## src/rtl/ps2_pkg.sv

```systemverilog
// Shared PS/2 receive definitions: FSM state encoding, frame length,
// break-code constant and an odd-parity helper for downstream users.
package ps2_pkg;

  typedef enum logic [1:0] {
    IDLE   = 2'd0,
    DATA   = 2'd1,
    PARITY = 2'd2,
    STOP   = 2'd3
  } ps2_state_e;

  // Start + 8 data + parity + stop.
  localparam int unsigned PS2_FRAME_BITS = 11;

  // Break (key release) prefix; the receiver itself treats it as ordinary data.
  localparam logic [7:0] PS2_BREAK_CODE = 8'hF0;

  // True when data plus parity bit carry an odd number of ones.
  function automatic logic ps2_odd_parity_ok(input logic [7:0] data, input logic parity);
    return ^{data, parity};
  endfunction

endpackage

```

## src/rtl/ps2_rx_frame_if.sv

```systemverilog
// PS/2 receiver bus: device-side lines in, decoded byte and strobes out.
// master = PS/2 device / host model side, slave = the receiver.
interface ps2_rx_frame_if;
  logic       PS2_CLK;
  logic       PS2_DAT;
  logic [7:0] keyboard_data;
  logic       data_received_en;
  logic       frame_error;

  modport master (
    output PS2_CLK, PS2_DAT,
    input  keyboard_data, data_received_en, frame_error
  );

  modport slave (
    input  PS2_CLK, PS2_DAT,
    output keyboard_data, data_received_en, frame_error
  );
endinterface

```

## src/rtl/ps2_sync_filter.sv

```systemverilog
// PS2_CLK conditioning: 2-flop synchronizer, FILTER_LEN-sample glitch
// filter and a one-cycle pulse on each filtered 1->0 transition.
module ps2_sync_filter #(
  parameter int FILTER_LEN = 8
) (
  input  logic CLOCK_50,
  input  logic resetn,
  input  logic async_in,
  output logic fall_pulse
);

  localparam int CNT_W = (FILTER_LEN > 1) ? $clog2(FILTER_LEN) : 1;

  logic             sync_1, sync_2;
  logic             filt, filt_d;
  logic [CNT_W-1:0] filt_cnt;

  // Synchronize the asynchronous line; idle level is high.
  // NOTE: reset here is synchronous (sampled on CLOCK_50), so it sits inside the clocked branch, not in the sensitivity list.
  always_ff @(posedge CLOCK_50) begin
    if (!resetn) begin
      // NOTE: registers use non-blocking '<=' so every flop samples the pre-edge values; blocking here would collapse the 2-flop chain.
      sync_1 <= 1'b1;
      sync_2 <= 1'b1;
    end else begin
      sync_1 <= async_in;
      sync_2 <= sync_1;
    end
  end

  // Move the filtered level only after FILTER_LEN consecutive differing samples.
  always_ff @(posedge CLOCK_50) begin
    if (!resetn) begin
      filt     <= 1'b1;
      filt_d   <= 1'b1;
      filt_cnt <= '0;
    end else begin
      filt_d <= filt;
      if (sync_2 == filt) begin
        filt_cnt <= '0;
      end else if (filt_cnt == CNT_W'(FILTER_LEN - 1)) begin
        filt     <= sync_2;
        filt_cnt <= '0;
      end else begin
        filt_cnt <= filt_cnt + CNT_W'(1);
      end
    end
  end

  assign fall_pulse = filt_d & ~filt;

endmodule

```

## src/rtl/ps2_rx_frame.sv

```systemverilog
// PS/2 frame receiver: samples PS2_DAT on filtered PS2_CLK falling edges,
// assembles start/8 data/parity/stop frames and emits a byte strobe or a
// frame_error strobe. Partial frames are aborted after TIMEOUT_CYCLES.
// Optional build macro: PS2_PARITY_CHECK_EN (reject frames with even parity).
module ps2_rx_frame
  import ps2_pkg::*;
#(
  parameter int FILTER_LEN     = 8,
  parameter int TIMEOUT_CYCLES = 50000
) (
  input  logic           CLOCK_50,
  input  logic           resetn,
  ps2_rx_frame_if.slave  bus
);

  localparam int TO_W = (TIMEOUT_CYCLES > 1) ? $clog2(TIMEOUT_CYCLES) : 1;

  logic            clk_fall;
  logic            dat_s1, dat_s2;
  ps2_state_e      state;
  logic [2:0]      bit_cnt;
  logic [7:0]      shift_reg;
  logic [TO_W-1:0] idle_cnt;
  logic [7:0]      kbd_q;
  logic            rx_en_q;
  logic            err_q;
  logic            parity_ok;

  ps2_sync_filter #(
    .FILTER_LEN (FILTER_LEN)
  ) u_clk_filter (
    .CLOCK_50   (CLOCK_50),
    .resetn     (resetn),
    .async_in   (bus.PS2_CLK),
    .fall_pulse (clk_fall)
  );

  // Data line only needs metastability protection; it is sampled on clk_fall.
  always_ff @(posedge CLOCK_50) begin
    if (!resetn) begin
      dat_s1 <= 1'b1;
      dat_s2 <= 1'b1;
    end else begin
      dat_s1 <= bus.PS2_DAT;
      dat_s2 <= dat_s1;
    end
  end

`ifdef PS2_PARITY_CHECK_EN
  logic parity_bit;

  // Hold the received parity bit until the stop bit decides the frame.
  always_ff @(posedge CLOCK_50) begin
    if (!resetn)
      parity_bit <= 1'b0;
    else if (clk_fall && state == PARITY)
      parity_bit <= dat_s2;
  end

  assign parity_ok = ps2_odd_parity_ok(shift_reg, parity_bit);
`else
  // Parity bit is clocked through the PARITY state but not judged.
  assign parity_ok = 1'b1;
`endif

  // Frame FSM with idle timeout; strobes are registered one-cycle pulses.
  always_ff @(posedge CLOCK_50) begin
    if (!resetn) begin
      state     <= IDLE;
      bit_cnt   <= '0;
      shift_reg <= '0;
      idle_cnt  <= '0;
      kbd_q     <= 8'h00;
      rx_en_q   <= 1'b0;
      err_q     <= 1'b0;
    end else begin
      rx_en_q <= 1'b0;
      err_q   <= 1'b0;
      if (clk_fall) begin
        // An edge always restarts the timeout, even on the cycle it would expire.
        idle_cnt <= '0;
        case (state)
          IDLE: begin
            if (!dat_s2) begin
              state   <= DATA;
              bit_cnt <= '0;
            end
          end
          DATA: begin
            shift_reg <= {dat_s2, shift_reg[7:1]};
            if (bit_cnt == 3'd7)
              state <= PARITY;
            else
              bit_cnt <= bit_cnt + 3'd1;
          end
          PARITY: begin
            state <= STOP;
          end
          STOP: begin
            if (dat_s2 && parity_ok) begin
              kbd_q   <= shift_reg;
              rx_en_q <= 1'b1;
            end else begin
              err_q <= 1'b1;
            end
            state <= IDLE;
          end
          default: state <= IDLE;
        endcase
      end else if (state == IDLE) begin
        idle_cnt <= '0;
      end else if (idle_cnt == TO_W'(TIMEOUT_CYCLES - 1)) begin
        err_q    <= 1'b1;
        state    <= IDLE;
        idle_cnt <= '0;
      end else begin
        idle_cnt <= idle_cnt + TO_W'(1);
      end
    end
  end

  assign bus.keyboard_data    = kbd_q;
  assign bus.data_received_en = rx_en_q;
  assign bus.frame_error      = err_q;

endmodule

```

## src/flat_wrapper.sv

```systemverilog
// flat-port wrapper written by rule: the top's interface ports become plain ports
module ps2_rx_frame_flat import ps2_pkg::*;
#(
  parameter int FILTER_LEN     = 8,
  parameter int TIMEOUT_CYCLES = 50000
)
  (CLOCK_50, resetn, bus_PS2_CLK, bus_PS2_DAT, bus_keyboard_data, bus_data_received_en, bus_frame_error);
  ps2_rx_frame_if bus_i ();
  input  logic CLOCK_50;
  input  logic resetn;
  input wire logic [$bits(bus_i.PS2_CLK)-1:0] bus_PS2_CLK;
  input wire logic [$bits(bus_i.PS2_DAT)-1:0] bus_PS2_DAT;
  output wire logic [$bits(bus_i.keyboard_data)-1:0] bus_keyboard_data;
  output wire logic [$bits(bus_i.data_received_en)-1:0] bus_data_received_en;
  output wire logic [$bits(bus_i.frame_error)-1:0] bus_frame_error;
  assign bus_i.PS2_CLK = bus_PS2_CLK;
  assign bus_i.PS2_DAT = bus_PS2_DAT;
  assign bus_keyboard_data = bus_i.keyboard_data;
  assign bus_data_received_en = bus_i.data_received_en;
  assign bus_frame_error = bus_i.frame_error;
  ps2_rx_frame #(.FILTER_LEN(FILTER_LEN), .TIMEOUT_CYCLES(TIMEOUT_CYCLES)) u_core (.CLOCK_50(CLOCK_50), .resetn(resetn), .bus(bus_i));
endmodule
```

## config.mk

```make
export PLATFORM = sky130hd
export DESIGN_NAME = ps2_rx_frame_flat
export DESIGN_NICKNAME = d
export VERILOG_FILES = /design/src/rtl/ps2_pkg.sv /design/src/rtl/ps2_rx_frame_if.sv /design/src/rtl/ps2_sync_filter.sv /design/src/rtl/ps2_rx_frame.sv /design/src/flat_wrapper.sv
export SDC_FILE = /design/constraint.sdc
export NUM_CORES = 1
export LEC_CHECK = 0
export CORE_UTILIZATION = 49
export CTS_BUF_LIST = sky130_fd_sc_hd__clkbuf_4 sky130_fd_sc_hd__clkbuf_8
export CTS_CLUSTER_SIZE = 40
export DETAILED_ROUTE_END_ITERATION = 7
export PLACE_DENSITY = 0.76
export SKIP_LAST_GASP = 1
export SYNTH_ARGS = -nofsm -noshare
export SYNTH_HDL_FRONTEND = slang
export SYNTH_SLANG_ARGS = --single-unit
```

## constraint.sdc

```tcl
create_clock -name CLOCK_50 -period 2.3 [get_ports CLOCK_50]
set_input_delay 0.46 -clock CLOCK_50 [delete_from_list [all_inputs] [get_ports CLOCK_50]]
set_output_delay 0.46 -clock CLOCK_50 [all_outputs]
set_load 0.005 [all_outputs]
```

# Yosys cells after proc, flatten, opt, wreduce, memory -nomap -nowiden
# Cells that the tools add are included.
dict set report totals {
  reg_bits 48
  out_inout_bits 10
}
dict set report classes {
  add_sub_neg 3
  n_eq_ne 11
  n_mux 15
  bitwise 4
  reduce_logical 11
}
# operator n
set ops {}
lappend ops {{adder 16 x 1 -> 16 bit (second input constant)} 1}
lappend ops {{equality test 16 bit (second input constant)} 1}
lappend ops {{two-way mux 2 bit} 5}
lappend ops {{one-hot mux 2 bit (4 select lines)} 1}
lappend ops {{AND reduction 4 bit} 2}
lappend ops {{adder 3 x 1 -> 3 bit (second input constant)} 2}
lappend ops {{equality test 3 bit (second input constant)} 2}
lappend ops {{two-way mux 1 bit} 6}
lappend ops {{two-way mux 3 bit} 2}
lappend ops {{one-hot mux 3 bit (2 select lines)} 1}
lappend ops {{AND reduction 3 bit} 2}
lappend ops {{equality test 2 bit (second input constant)} 2}
lappend ops {{inequality test 2 bit (second input constant)} 2}
lappend ops {{AND reduction 2 bit} 2}
lappend ops {{nonzero test 2 bit} 2}
lappend ops {{OR reduction 4 bit} 1}
lappend ops {{inequality test 3 bit (second input constant)} 1}
lappend ops {{inverter 1 bit} 3}
lappend ops {{OR reduction 3 bit} 1}
lappend ops {{equality test 2 x 1 -> 1 bit (second input constant)} 1}
lappend ops {{zero test 2 bit} 1}
lappend ops {{inequality test 2 x 1 -> 1 bit (second input constant)} 1}
lappend ops {{AND 1 bit} 1}
lappend ops {{equality test 1 bit} 1}

# Depth between registers and ports, before layout
# Gate-level depths: netlist of run 1.
dict set report depth {
  word_depth 4
  depth_mapped 7
  depth_no_buf 6
}

# Modules after synthesis
# From an unflattened synthesis of run 1, not the netlist that was laid out.
dict set report hier_totals {
  cells_unflattened 221
  hier_area_um2 2013.2
}
# module instances cells_per_inst area_each_um2
set modules_own_cells {}
lappend modules_own_cells {ps2_rx_frame 1 201 1770.4}
lappend modules_own_cells {ps2_sync_filter 1 20 242.7}

# Worst setup path after synthesis of run 1
# No wires, ideal clock.
dict set report synth_timing {
  path_type {register to register}
  start {reg u_core.bit_cnt[0]}
  end {reg u_core.bit_cnt[0]}
  setup_time_ns 0.066
  arrival_time_ns 1.665
  path_slack_ns 0.569
  stages_incl_launch_ff 7
  n_path_buf 0
  period_less_slack_ns 1.731
  cell_sequence {dfxtp_1 -> ha_1 -> ha_1 -> nand2b_1 -> a221o_1 -> or3b_1 -> a21oi_2}
}
dict set report synth_between {
  elab_chain_len 3
  elab_cells_between_ends 6
  cone_classes {add/sub: 1; eq/ne: 2; mux: 2; reduce/logical: 1}
}
# item line_no
set synth_rtl {}
lappend synth_rtl {{start: declaration} ps2_rx_frame.sv:21} ;# logic [2:0] bit_cnt;
lappend synth_rtl {{start signal: assignment} ps2_rx_frame.sv:94} ;# bit_cnt <= bit_cnt + 3'd1;
lappend synth_rtl {{adder 3 x 1 -> 3 bit / equality test 3 bit (equally long branches)} {ps2_rx_frame.sv:94, ps2_rx_frame.sv:91}}
lappend synth_rtl {{two-way mux 3 bit / inequality test 2 bit (equally long branches)} -}
lappend synth_rtl {{one-hot mux 3 bit (2 select lines) / AND reduction 4 bit (equally long branches)} -}
# Parallel ways exist; a longest one is shown, timed or not. The select of a mux whose other input is x is not followed.
# A chain may end at the register's enable or synchronous reset.

# Worst setup path after layout of run 1
dict set report layout_timing {
  start {reg u_core.state[0]}
  end {reg u_core.bit_cnt[0]}
}
dict set report layout_between {
  elab_chain_len 3
  elab_cells_between_ends 7
  cone_classes {eq/ne: 3; mux: 1; reduce/logical: 3}
}
# item line_no
set layout_rtl {}
lappend layout_rtl {{start: declaration} ps2_rx_frame.sv:20} ;# ps2_state_e state;
lappend layout_rtl {{start signal: assignment} ps2_rx_frame.sv:69} ;# state <= IDLE;
lappend layout_rtl {{start signal: assignment} ps2_rx_frame.sv:85} ;# state <= DATA;
lappend layout_rtl {{start signal: assignment} ps2_rx_frame.sv:92} ;# state <= PARITY;
lappend layout_rtl {{equality test 2 x 1 -> 1 bit / zero test 2 bit (equally long branches)} ps2_rx_frame.sv:82} ;# case (state)
lappend layout_rtl {{inequality test 2 bit (no source line) / nonzero test 2 bit (equally long branches)} -}
lappend layout_rtl {{AND reduction 4 bit (no source line)} -}
# Parallel ways exist; a longest one is shown, timed or not.

==> results of run 1 <==
-- worst max-delay path: cells and delay by family (launching register included) --
family          cells  cell delay [ns]
flops               1             0.36
buf+inv             1             0.09
compound gates      2             0.51
simple gates        2             0.49
fa+ha+maj           1             0.34
-- final timing paths --
path                                      start                end  slack, ns  cells past startpoint
worst min-delay path              u_core.dat_s1      u_core.dat_s2       0.41                      1
worst max-delay path            u_core.state[0]  u_core.bit_cnt[0]       0.45                      6
worst max register to register  u_core.state[0]  u_core.bit_cnt[0]       0.45                      6
worst min register to register    u_core.dat_s1      u_core.dat_s2       0.41                      1
-- routing by layer --
layer  wire, um  GRT usage  up-vias
met5          0          0        -
met4         91      0.114        0
met3         75     0.0414       10
met2       1580      0.304       14
met1       1640      0.209      691
li1           -          -      789
-- through the flow --
stage | worst slack, ns | power, mW | instances | util
6_report | 0.453 | 1.50 | 287 | 0.603
5_1_grt | 0.390 | 1.55 | 287 | 0.603
4_1_cts | 0.468 | 1.52 | 287 | 0.603
3_5_place_dp | 0.497 | 0.921 | 279 | 0.574
3_3_place_gp | 0.517 | 0.918 | 279 | 0.574
2_1_floorplan | 0.569 | 0.904 | 223 | -
-- cell type report --
class                      instances  area share
multi-input combinational        159       0.424
timing repair buffer              17      0.0699
clock buffer                       5      0.0300
inverter                           7      0.0115
clock inverter                     3      0.0186
tap                               48      0.0262
sequential                        48       0.419
-- cell usage in the layout (no fill, tap or decap), types with 2 or more instances in the layout --
cell type         n
and2_1            4
and3_1            4
ha_1              9
xnor2_1           9
nand3_1          13
inv_1             6
nor3_1            2
nand4b_1          2
nor4_1            7
o21ai_0           2
nand4_1           7
clkbuf_8          5
dfxtp_1          48
nor2_1           20
mux2i_1           5
buf_4             4
nand2_1          32
clkdlybuf4s50_1  13
nand2b_1          7
xor2_1            5
a21oi_1          16
-- where the power goes --
group	total [mW]	switching, mW	internal, mW
Clock	0.601	0.280	0.322
Sequential	0.843	0.00588	0.837
Combinational	0.0580	0.0345	0.0234
Total	1.50	0.320	1.18
-- cell families after synthesis --
kind of cell / count (synthesis)
and+or+nand+nor: 106
DFF: 48
AOI/OAI and AO/OA: 24
buffers and inverters: 16
xor gates and xnor gates: 14
adders and majority gates: 9
muxes: 6
==> flow_metrics.env, run 1 <==
export IMPL_status="complete, no violations"
export IMPL_floorplan_io_pins=14
export IMPL_track_usage=0.182
export IMPL_core_area_sq_um=3800
export IMPL_netlist_top_cells_count="dfxtp_1 (48), nand2_1 (32), nor2_1 (20)"
export IMPL_portBuffers=13
export IMPL_htree_levels=2
export IMPL_synth_most_common_cell="dfxtp_1"
export IMPL_hpwl_um=2360
export IMPL_hp_class="register to register"
export IMPL_clock_root_buffer="clkbuf_8"
export IMPL_yosys_warnings=0
export IMPL_drt_pass1_iter_count=4
export IMPL_drt_iter0_drc=109
export IMPL_drc=0
export IMPL_dieArea_sq_um=4370
export IMPL_clockBufferDepth=2
export IMPL_syn_to_final_growth_pct=13.8
export IMPL_largest_reg_flops=16
export IMPL_cts_made_buffers=5
export IMPL_wl_per_cell_um=11.8
export IMPL_rows=22
export IMPL_synthesis_nets=236
export IMPL_grt_pass1_vias=1462
export IMPL_synth_xor_area_frac=0.0609
export IMPL_viasPerCell=5.24
export IMPL_synth_cell_area_sq_um=2010
export IMPL_clock_latency_ns=0.31
export IMPL_fillCellCount=343
export IMPL_synth_area_leader_cell="dfxtp_1"
export IMPL_muxShareOfSynthArea=0.0305
export IMPL_worst_slew_pin_slew_ns=0.549
export IMPL_ys_flop_type="dfxtp_1"
export IMPL_hold_buffers=0
export IMPL_finalClockSkew_ns=0.00727
export IMPL_dpl_cell_area_sq_um=2180
export IMPL_cts_tree="built"
export IMPL_drt_wl_total_um=3390
export IMPL_finalHoldViolCount=0
export IMPL_postCtsSetupRepairBufs=0
export IMPL_drive_above_1_share=0.0669
export IMPL_ir_worst_vdd_uv=432
export IMPL_fin_tns_setup_ns=0
export IMPL_final_area_sq_um=2290
export IMPL_n_antenna_cell=0
export IMPL_fin_crit_sh=0.803
export IMPL_synth_compound_area_share=0.0696
export IMPL_start_util=0.530
export IMPL_critical_path_cell_chain="inv_1 > ha_1 > nand2b_1 > a221o_1 > or3b_1 > a21oi_2"
export IMPL_synth_edf_count=0
export IMPL_synth_fa_ha_area_frac=0.0559
export IMPL_crit_type="register to register"
export IMPL_clock_sinks=48
export IMPL_synth_top_area_share=0.477
export IMPL_end_kind="register"
export IMPL_die_x_um=66.1
export IMPL_gp_congestion=0.818
export IMPL_synth_seq_cells=48
export IMPL_drv_cap=0
export IMPL_multi_input_area_sq_um=972
export IMPL_max_stage_delay_ns=0.40
export IMPL_nets=251
export IMPL_clk_pin_slew_worst_paths_ns=0.09
export IMPL_grt_first_pass_wirelength_um=6010
export IMPL_timing_fmax_mhz=541
export IMPL_hold_slack_ns=0.414
export IMPL_period_needed_ns=1.85
export IMPL_power_density_nw_per_um2=656
export IMPL_synth_cell_types=38
export IMPL_grt_max_degree=23
export IMPL_cts_resized=0
export IMPL_cp_start_kind="register"
export IMPL_worstPathRequired_ns=2.55
export IMPL_vias=1504
export IMPL_synth_top_family_by_area="simple AND/OR/NAND/NOR gates"
export IMPL_die_height_um=66.1
export IMPL_relSlewSlack=0.634
export IMPL_antenna_found_initial=0
export IMPL_synth_top_cells_by_area="dfxtp_1 (48%), nand2_1 (6.0%), ha_1 (5.6%), a21oi_1 (4.0%), xnor2_1 (3.9%)"
export IMPL_setup_viol=0
export IMPL_async_reset_ff_frac=0
export IMPL_synthCells=223
export IMPL_overflow=0
export IMPL_cp_arrival_ns=2.09
export IMPL_cp_slowest_cell="or3b_1"
export IMPL_critPathMaxFanout=8
export IMPL_rsz0062_at_grt="false"
export IMPL_syn_avg_cell_area_sq_um=9.03
export IMPL_ant_nets=0
export IMPL_synth_seq_area_share=0.477
export IMPL_p_leak_nw=0.811
export IMPL_report_final_slew_viol_count=0
export IMPL_final_seq_area_sq_um=961
export IMPL_synthSimpleGateAreaFrac=0.266
Note: power is estimated with default switching activity, not from simulation.
==> inputs of run 2 (changes only) <==
==> constraint.sdc (replaced) <==
create_clock -name CLOCK_50 -period 1.95 [get_ports CLOCK_50]
set_input_delay 0.39 -clock CLOCK_50 [delete_from_list [all_inputs] [get_ports CLOCK_50]]
set_output_delay 0.39 -clock CLOCK_50 [all_outputs]
set_load 0.005 [all_outputs]
==> run 2 against run 1 <==
  * Clock-buffer cell count grew 2
  * Final cell count grew 0.70%
  * Register-to-register slack lost 0.33 ns
  * Via count is essentially flat
  * Maximum frequency grew 0.98%
  * Worst setup slack lost 0.33 ns
  * Combinational power grew 18%
  * Flip-flop and latch count is the same
  * Critical path depth is the same
  * Clock power grew 3%
  * Largest power group unchanged
==> flow_metrics.env, run 2 (synthesis gave the netlist of run 1 again) <==
export IMPL_vias=1503
export IMPL_clock_latency_ns=0.30
export IMPL_cp_num_buf_inv=0
export IMPL_layout_commonest_cell="dfxtp_1"
export IMPL_cp_arrival_ns=2.07
export IMPL_drt_pass1_iter_count=4
export IMPL_clk_pin_slew_worst_paths_ns=0.09
export IMPL_n_antenna_cell=0
export IMPL_r2r_setup_slack_ns=0.12
export IMPL_startpoint="u_core.bit_cnt[0]"
export IMPL_timing_fmax_mhz=547
export IMPL_cts_made_buffers=5
export IMPL_wl_per_cell_um=11.5
export IMPL_start_util=0.530
export IMPL_overflow=0
export IMPL_antenna_found_initial=0
export IMPL_ant_nets=0
export IMPL_relSlewSlack=0.760
export IMPL_clock_root_buffer="clkbuf_8"
export IMPL_worstPathRequired_ns=2.19
export IMPL_report_final_slew_viol_count=0
export IMPL_period_needed_ns=1.83
export IMPL_worst_slew_pin_slew_ns=0.359
export IMPL_cts_resized=0
export IMPL_viasPerCell=5.20
export IMPL_grt_util_met3=0.0414
export IMPL_max_stage_delay_ns=0.40
export IMPL_power_density_nw_per_um2=733
export IMPL_final_cells=289
export IMPL_rsz0062_at_grt="false"
export IMPL_floorplan_io_pins=14
export IMPL_grt_util_met2=0.288
export IMPL_r2r_end="u_core.bit_cnt[0]"
export IMPL_status="complete, no violations"
export IMPL_layout_common_cells="dfxtp_1 (48), nand2_1 (32), nor2_1 (20)"
export IMPL_die_height_um=66.1
export IMPL_fin_crit_sh=0.938
export IMPL_portBuffers=13
export IMPL_clock_sinks=48
export IMPL_hold_buffers=0
export IMPL_hpwl_um=2330
export IMPL_cp_depth=6
export IMPL_finalHoldViolCount=0
export IMPL_htree_levels=2
export IMPL_p_leak_nw=0.815
export IMPL_drt_wl_total_um=3320
export IMPL_dieArea_sq_um=4370
export IMPL_finalClockSkew_ns=0.0120
export IMPL_drc=0
export IMPL_fin_tns_setup_ns=0
export IMPL_gp_congestion=0.812
export IMPL_grt_pass1_vias=1376
export IMPL_final_util=0.603
export IMPL_cts_tree="built"
export IMPL_nets=253
export IMPL_cp_start_kind="register"
export IMPL_end_kind="register"
export IMPL_track_usage=0.178
export IMPL_grt_first_pass_wirelength_um=5960
export IMPL_grt_use_met1=0.224
export IMPL_placed_cells=281
export IMPL_drv_cap=0
export IMPL_busiest_layer="met2"
export IMPL_crit_type="register to register"
export IMPL_largest_reg_flops=16
export IMPL_hold_depth=1
export IMPL_clockBufferDepth=2
export IMPL_drt_iter0_drc=78
export IMPL_critPathMaxFanout=4
export IMPL_drive_above_1_share=0.0747
export IMPL_reg2reg_from="u_core.bit_cnt[0]"
export IMPL_critical_path_cell_chain="ha_1 > ha_1 > nand2b_1 > a221o_1 > or3b_1 > a21oi_2"
export IMPL_die_x_um=66.1
export IMPL_crit_end="u_core.bit_cnt[0]"
export IMPL_rows=22
export IMPL_hp_class="register to register"
export IMPL_syn_to_final_growth_pct=13.9
export IMPL_grt_max_degree=16
export IMPL_cpLargestDelayFamily="simple AND/OR/NAND/NOR gates"
export IMPL_core_area_sq_um=3800
export IMPL_path_common_cell="ha_1"
export IMPL_cp_slowest_cell="or3b_1"
export IMPL_r2r_cells=6
export IMPL_setup_viol=0
export IMPL_postCtsSetupRepairBufs=0
export IMPL_ir_worst_vdd_uv=433
[run 2: changes by cell type in the layout (fill, tap and decap cells not counted)]
cell / previous run / this run
buf_4: 4 / 6
bufinv_16: 1 / 0
clkbuf_4: 0 / 1
clkbuf_8: 5 / 6
clkinv_2: 1 / 0
[run 2: power breakdown]
part	total (mW)	switching [mW]	internal, mW	leakage (nW)
Sequential	0.994	0.00703	0.987	0.388
Clock	0.617	0.315	0.302	0.0479
Combinational	0.0682	0.0394	0.0288	0.380
[run 2: how the worst min path moves through the flow]
stage,slack (ns),endpoint,from
floorplan,0.39,u_core.dat_s2,u_core.dat_s1
global placement,0.39,u_core.u_clk_filter.sync_2,u_core.u_clk_filter.sync_1
detailed placement,0.40,u_core.u_clk_filter.sync_2,u_core.u_clk_filter.sync_1
CTS,0.41,u_core.dat_s2,u_core.dat_s1
global route,0.43,u_core.dat_s2,u_core.dat_s1
finish,0.40,u_core.dat_s2,u_core.dat_s1
[run 2: routing by layer]
metal	vias to the layer above	part of all wire
met4	0	0.014
met5	-	0
li1	801	-
met3	4	0.024
met2	19	0.46
met1	679	0.50
[run 2: through the flow]
stage	hold WS, ns	power, mW	instance area (sq um)	setup slack (ns)
3_5_place_dp	0.399	1.09	2190	0.145
6_report	0.403	1.68	2290	0.121
4_1_cts	0.408	1.70	2290	0.116
3_3_place_gp	0.388	1.08	2190	0.168
2_1_floorplan	0.386	1.07	2010	0.219
5_1_grt	0.432	1.74	2290	0.00351
[run 2: cell type report]
type	instances	area, sq um
Sequential cell	48	961
Clock inverter	1	7.51
Tap cell	48	60.1
Multi-Input combinational cell	159	972
Timing Repair Buffer	19	175
Fill cell	344	1510
Inverter	7	26.3
Clock buffer	7	90.1
==> inputs of run 3 (changes only) <==
--- a/config.mk
+++ b/config.mk
@@ -9,7 +9,7 @@
 export CTS_BUF_LIST = sky130_fd_sc_hd__clkbuf_4 sky130_fd_sc_hd__clkbuf_8
 export CTS_CLUSTER_SIZE = 40
 export DETAILED_ROUTE_END_ITERATION = 7
-export PLACE_DENSITY = 0.76
+export PLACE_DENSITY = 0.65
 export SKIP_LAST_GASP = 1
 export SYNTH_ARGS = -nofsm -noshare
 export SYNTH_HDL_FRONTEND = slang
==> run 3 against run 2 <==
  * Global-route usage grew 1.1 points
  * Flip-flop and latch count is the same
  * Worst setup slack lost 0.013 ns
  * Highest routed layer unchanged
  * Non-clock buffer count shrank 1
  * Routed wire length grew 4.1%
  * Register-to-register slack is essentially flat
  * Clock-buffer cell count shrank 1
==> flow_metrics.env, run 3 (synthesis gave the netlist of run 1 again) <==
export IMPL_finalHoldViolCount=0
export IMPL_fin_tns_setup_ns=0
export IMPL_critical_path_cell_chain="ha_1 > ha_1 > nand2b_1 > a221o_1 > or3b_1 > a21oi_2"
export IMPL_final_area_sq_um=2300
export IMPL_syn_to_final_growth_pct=14.2
export IMPL_report_final_slew_viol_count=0
export IMPL_cp_arrival_ns=2.07
export IMPL_cts_resized=0
export IMPL_grt_first_pass_wirelength_um=6340
export IMPL_fin_crit_sh=0.944
export IMPL_hold_slack_ns=0.416
export IMPL_wl_per_cell_um=12.0
export IMPL_start_util=0.530
export IMPL_drive_above_1_share=0.0708
export IMPL_portBuffers=13
export IMPL_htree_levels=2
export IMPL_r2r_cells=6
export IMPL_final_cells=288
export IMPL_crit_type="register to register"
export IMPL_drv_cap=0
export IMPL_finalClockSkew_ns=0.00500
export IMPL_placed_cells=280
export IMPL_holdPathEnd="u_core.u_clk_filter.sync_2"
export IMPL_drt_iter0_drc=112
export IMPL_rsz0062_at_grt="false"
export IMPL_die_x_um=66.1
export IMPL_power_density_nw_per_um2=769
export IMPL_drt_wl_total_um=3460
export IMPL_cts_tree="built"
export IMPL_worst_slew_pin_slew_ns=0.386
export IMPL_dpl_cell_area_sq_um=2190
export IMPL_hpwl_um=2480
export IMPL_drc=0
export IMPL_final_seq_area_sq_um=961
export IMPL_reg2reg_from="u_core.bit_cnt[0]"
export IMPL_postCtsSetupRepairBufs=0
export IMPL_antenna_found_initial=0
export IMPL_grt_max_degree=22
export IMPL_worstPathRequired_ns=2.18
export IMPL_n_antenna_cell=0
export IMPL_cp_start_kind="register"
export IMPL_period_needed_ns=1.84
export IMPL_relSlewSlack=0.742
export IMPL_r2r_end="u_core.bit_cnt[0]"
export IMPL_end_kind="register"
export IMPL_fin_ws_ns=0.108
export IMPL_p_leak_nw=0.821
export IMPL_clock_latency_ns=0.29
export IMPL_status="complete, no violations"
export IMPL_layout_common_cells="dfxtp_1 (48), nand2_1 (32), nor2_1 (20)"
export IMPL_pre_cts_ws_ns=0.131
export IMPL_overflow=0
export IMPL_clockBufferDepth=2
export IMPL_rows=22
export IMPL_grt_pass1_vias=1458
export IMPL_setup_viol=0
export IMPL_ant_nets=0
export IMPL_clock_sinks=48
export IMPL_final_util=0.605
export IMPL_gp_congestion=0.818
export IMPL_cp_slowest_cell="or3b_1"
export IMPL_floorplan_io_pins=14
export IMPL_fillCellCount=328
export IMPL_core_area_sq_um=3800
export IMPL_drt_pass1_iter_count=4
export IMPL_nets=252
export IMPL_vias=1537
export IMPL_hold_buffers=0
export IMPL_r2r_setup_slack_ns=0.11
export IMPL_power_mw=1.77
export IMPL_clock_root_buffer="clkbuf_8"
export IMPL_viasPerCell=5.34
export IMPL_dieArea_sq_um=4370
export IMPL_clk_pin_slew_worst_paths_ns=0.08
export IMPL_multi_input_area_sq_um=972
export IMPL_timing_fmax_mhz=543
export IMPL_largest_reg_flops=16
export IMPL_critPathMaxFanout=4
export IMPL_die_height_um=66.1
export IMPL_hold_start="u_core.u_clk_filter.sync_1"
export IMPL_max_stage_delay_ns=0.41
export IMPL_cts_made_buffers=5
export IMPL_ir_worst_vdd_uv=412
export IMPL_hp_class="register to register"
export IMPL_path_common_cell="ha_1"
export IMPL_hold_depth=1
export IMPL_track_usage=0.189
export IMPL_layout_commonest_cell="dfxtp_1"
[run 3: how the worst max path moves through the flow]
stage	cells past startpoint	to	from
after floorplan	6	u_core.bit_cnt[0]	u_core.bit_cnt[0]
after global placement	6	u_core.bit_cnt[0]	u_core.bit_cnt[0]
after detailed placement	6	u_core.bit_cnt[0]	u_core.bit_cnt[0]
after CTS	6	u_core.bit_cnt[0]	u_core.bit_cnt[0]
after global routing	6	u_core.bit_cnt[0]	u_core.state[0]
final	6	u_core.bit_cnt[0]	u_core.bit_cnt[0]
[run 3: routing by layer]
layer | up-vias | GRT usage | share of wire
met4 | 0 | 0.0638 | 0.014
met3 | 5 | 0.0517 | 0.029
met5 | - | 0 | 0
met2 | 20 | 0.310 | 0.47
li1 | 792 | - | -
met1 | 720 | 0.237 | 0.49
[run 3: power breakdown]
group	total (mW)	switching, mW	internal, mW
Sequential	0.994	0.00681	0.987
Combinational	0.0675	0.0399	0.0277
Clock	0.707	0.312	0.394
[run 3: final cells by class]
class / instances / area share
inverters: 7 / 0.0114
clock inverters: 2 / 0.0152
flip-flops and latches: 48 / 0.418
clock buffers: 6 / 0.0332
multi-input cells: 159 / 0.423
repair buffers: 18 / 0.0729
well taps: 48 / 0.0261
[run 3: critical path: cells and delay by family (launching register included)]
kind                       cells  cell delay [ns]
adders and majority gates      2             0.38
AOI/OAI and AO/OA              2             0.49
and+or+nand+nor                2             0.58
DFF                            1             0.33
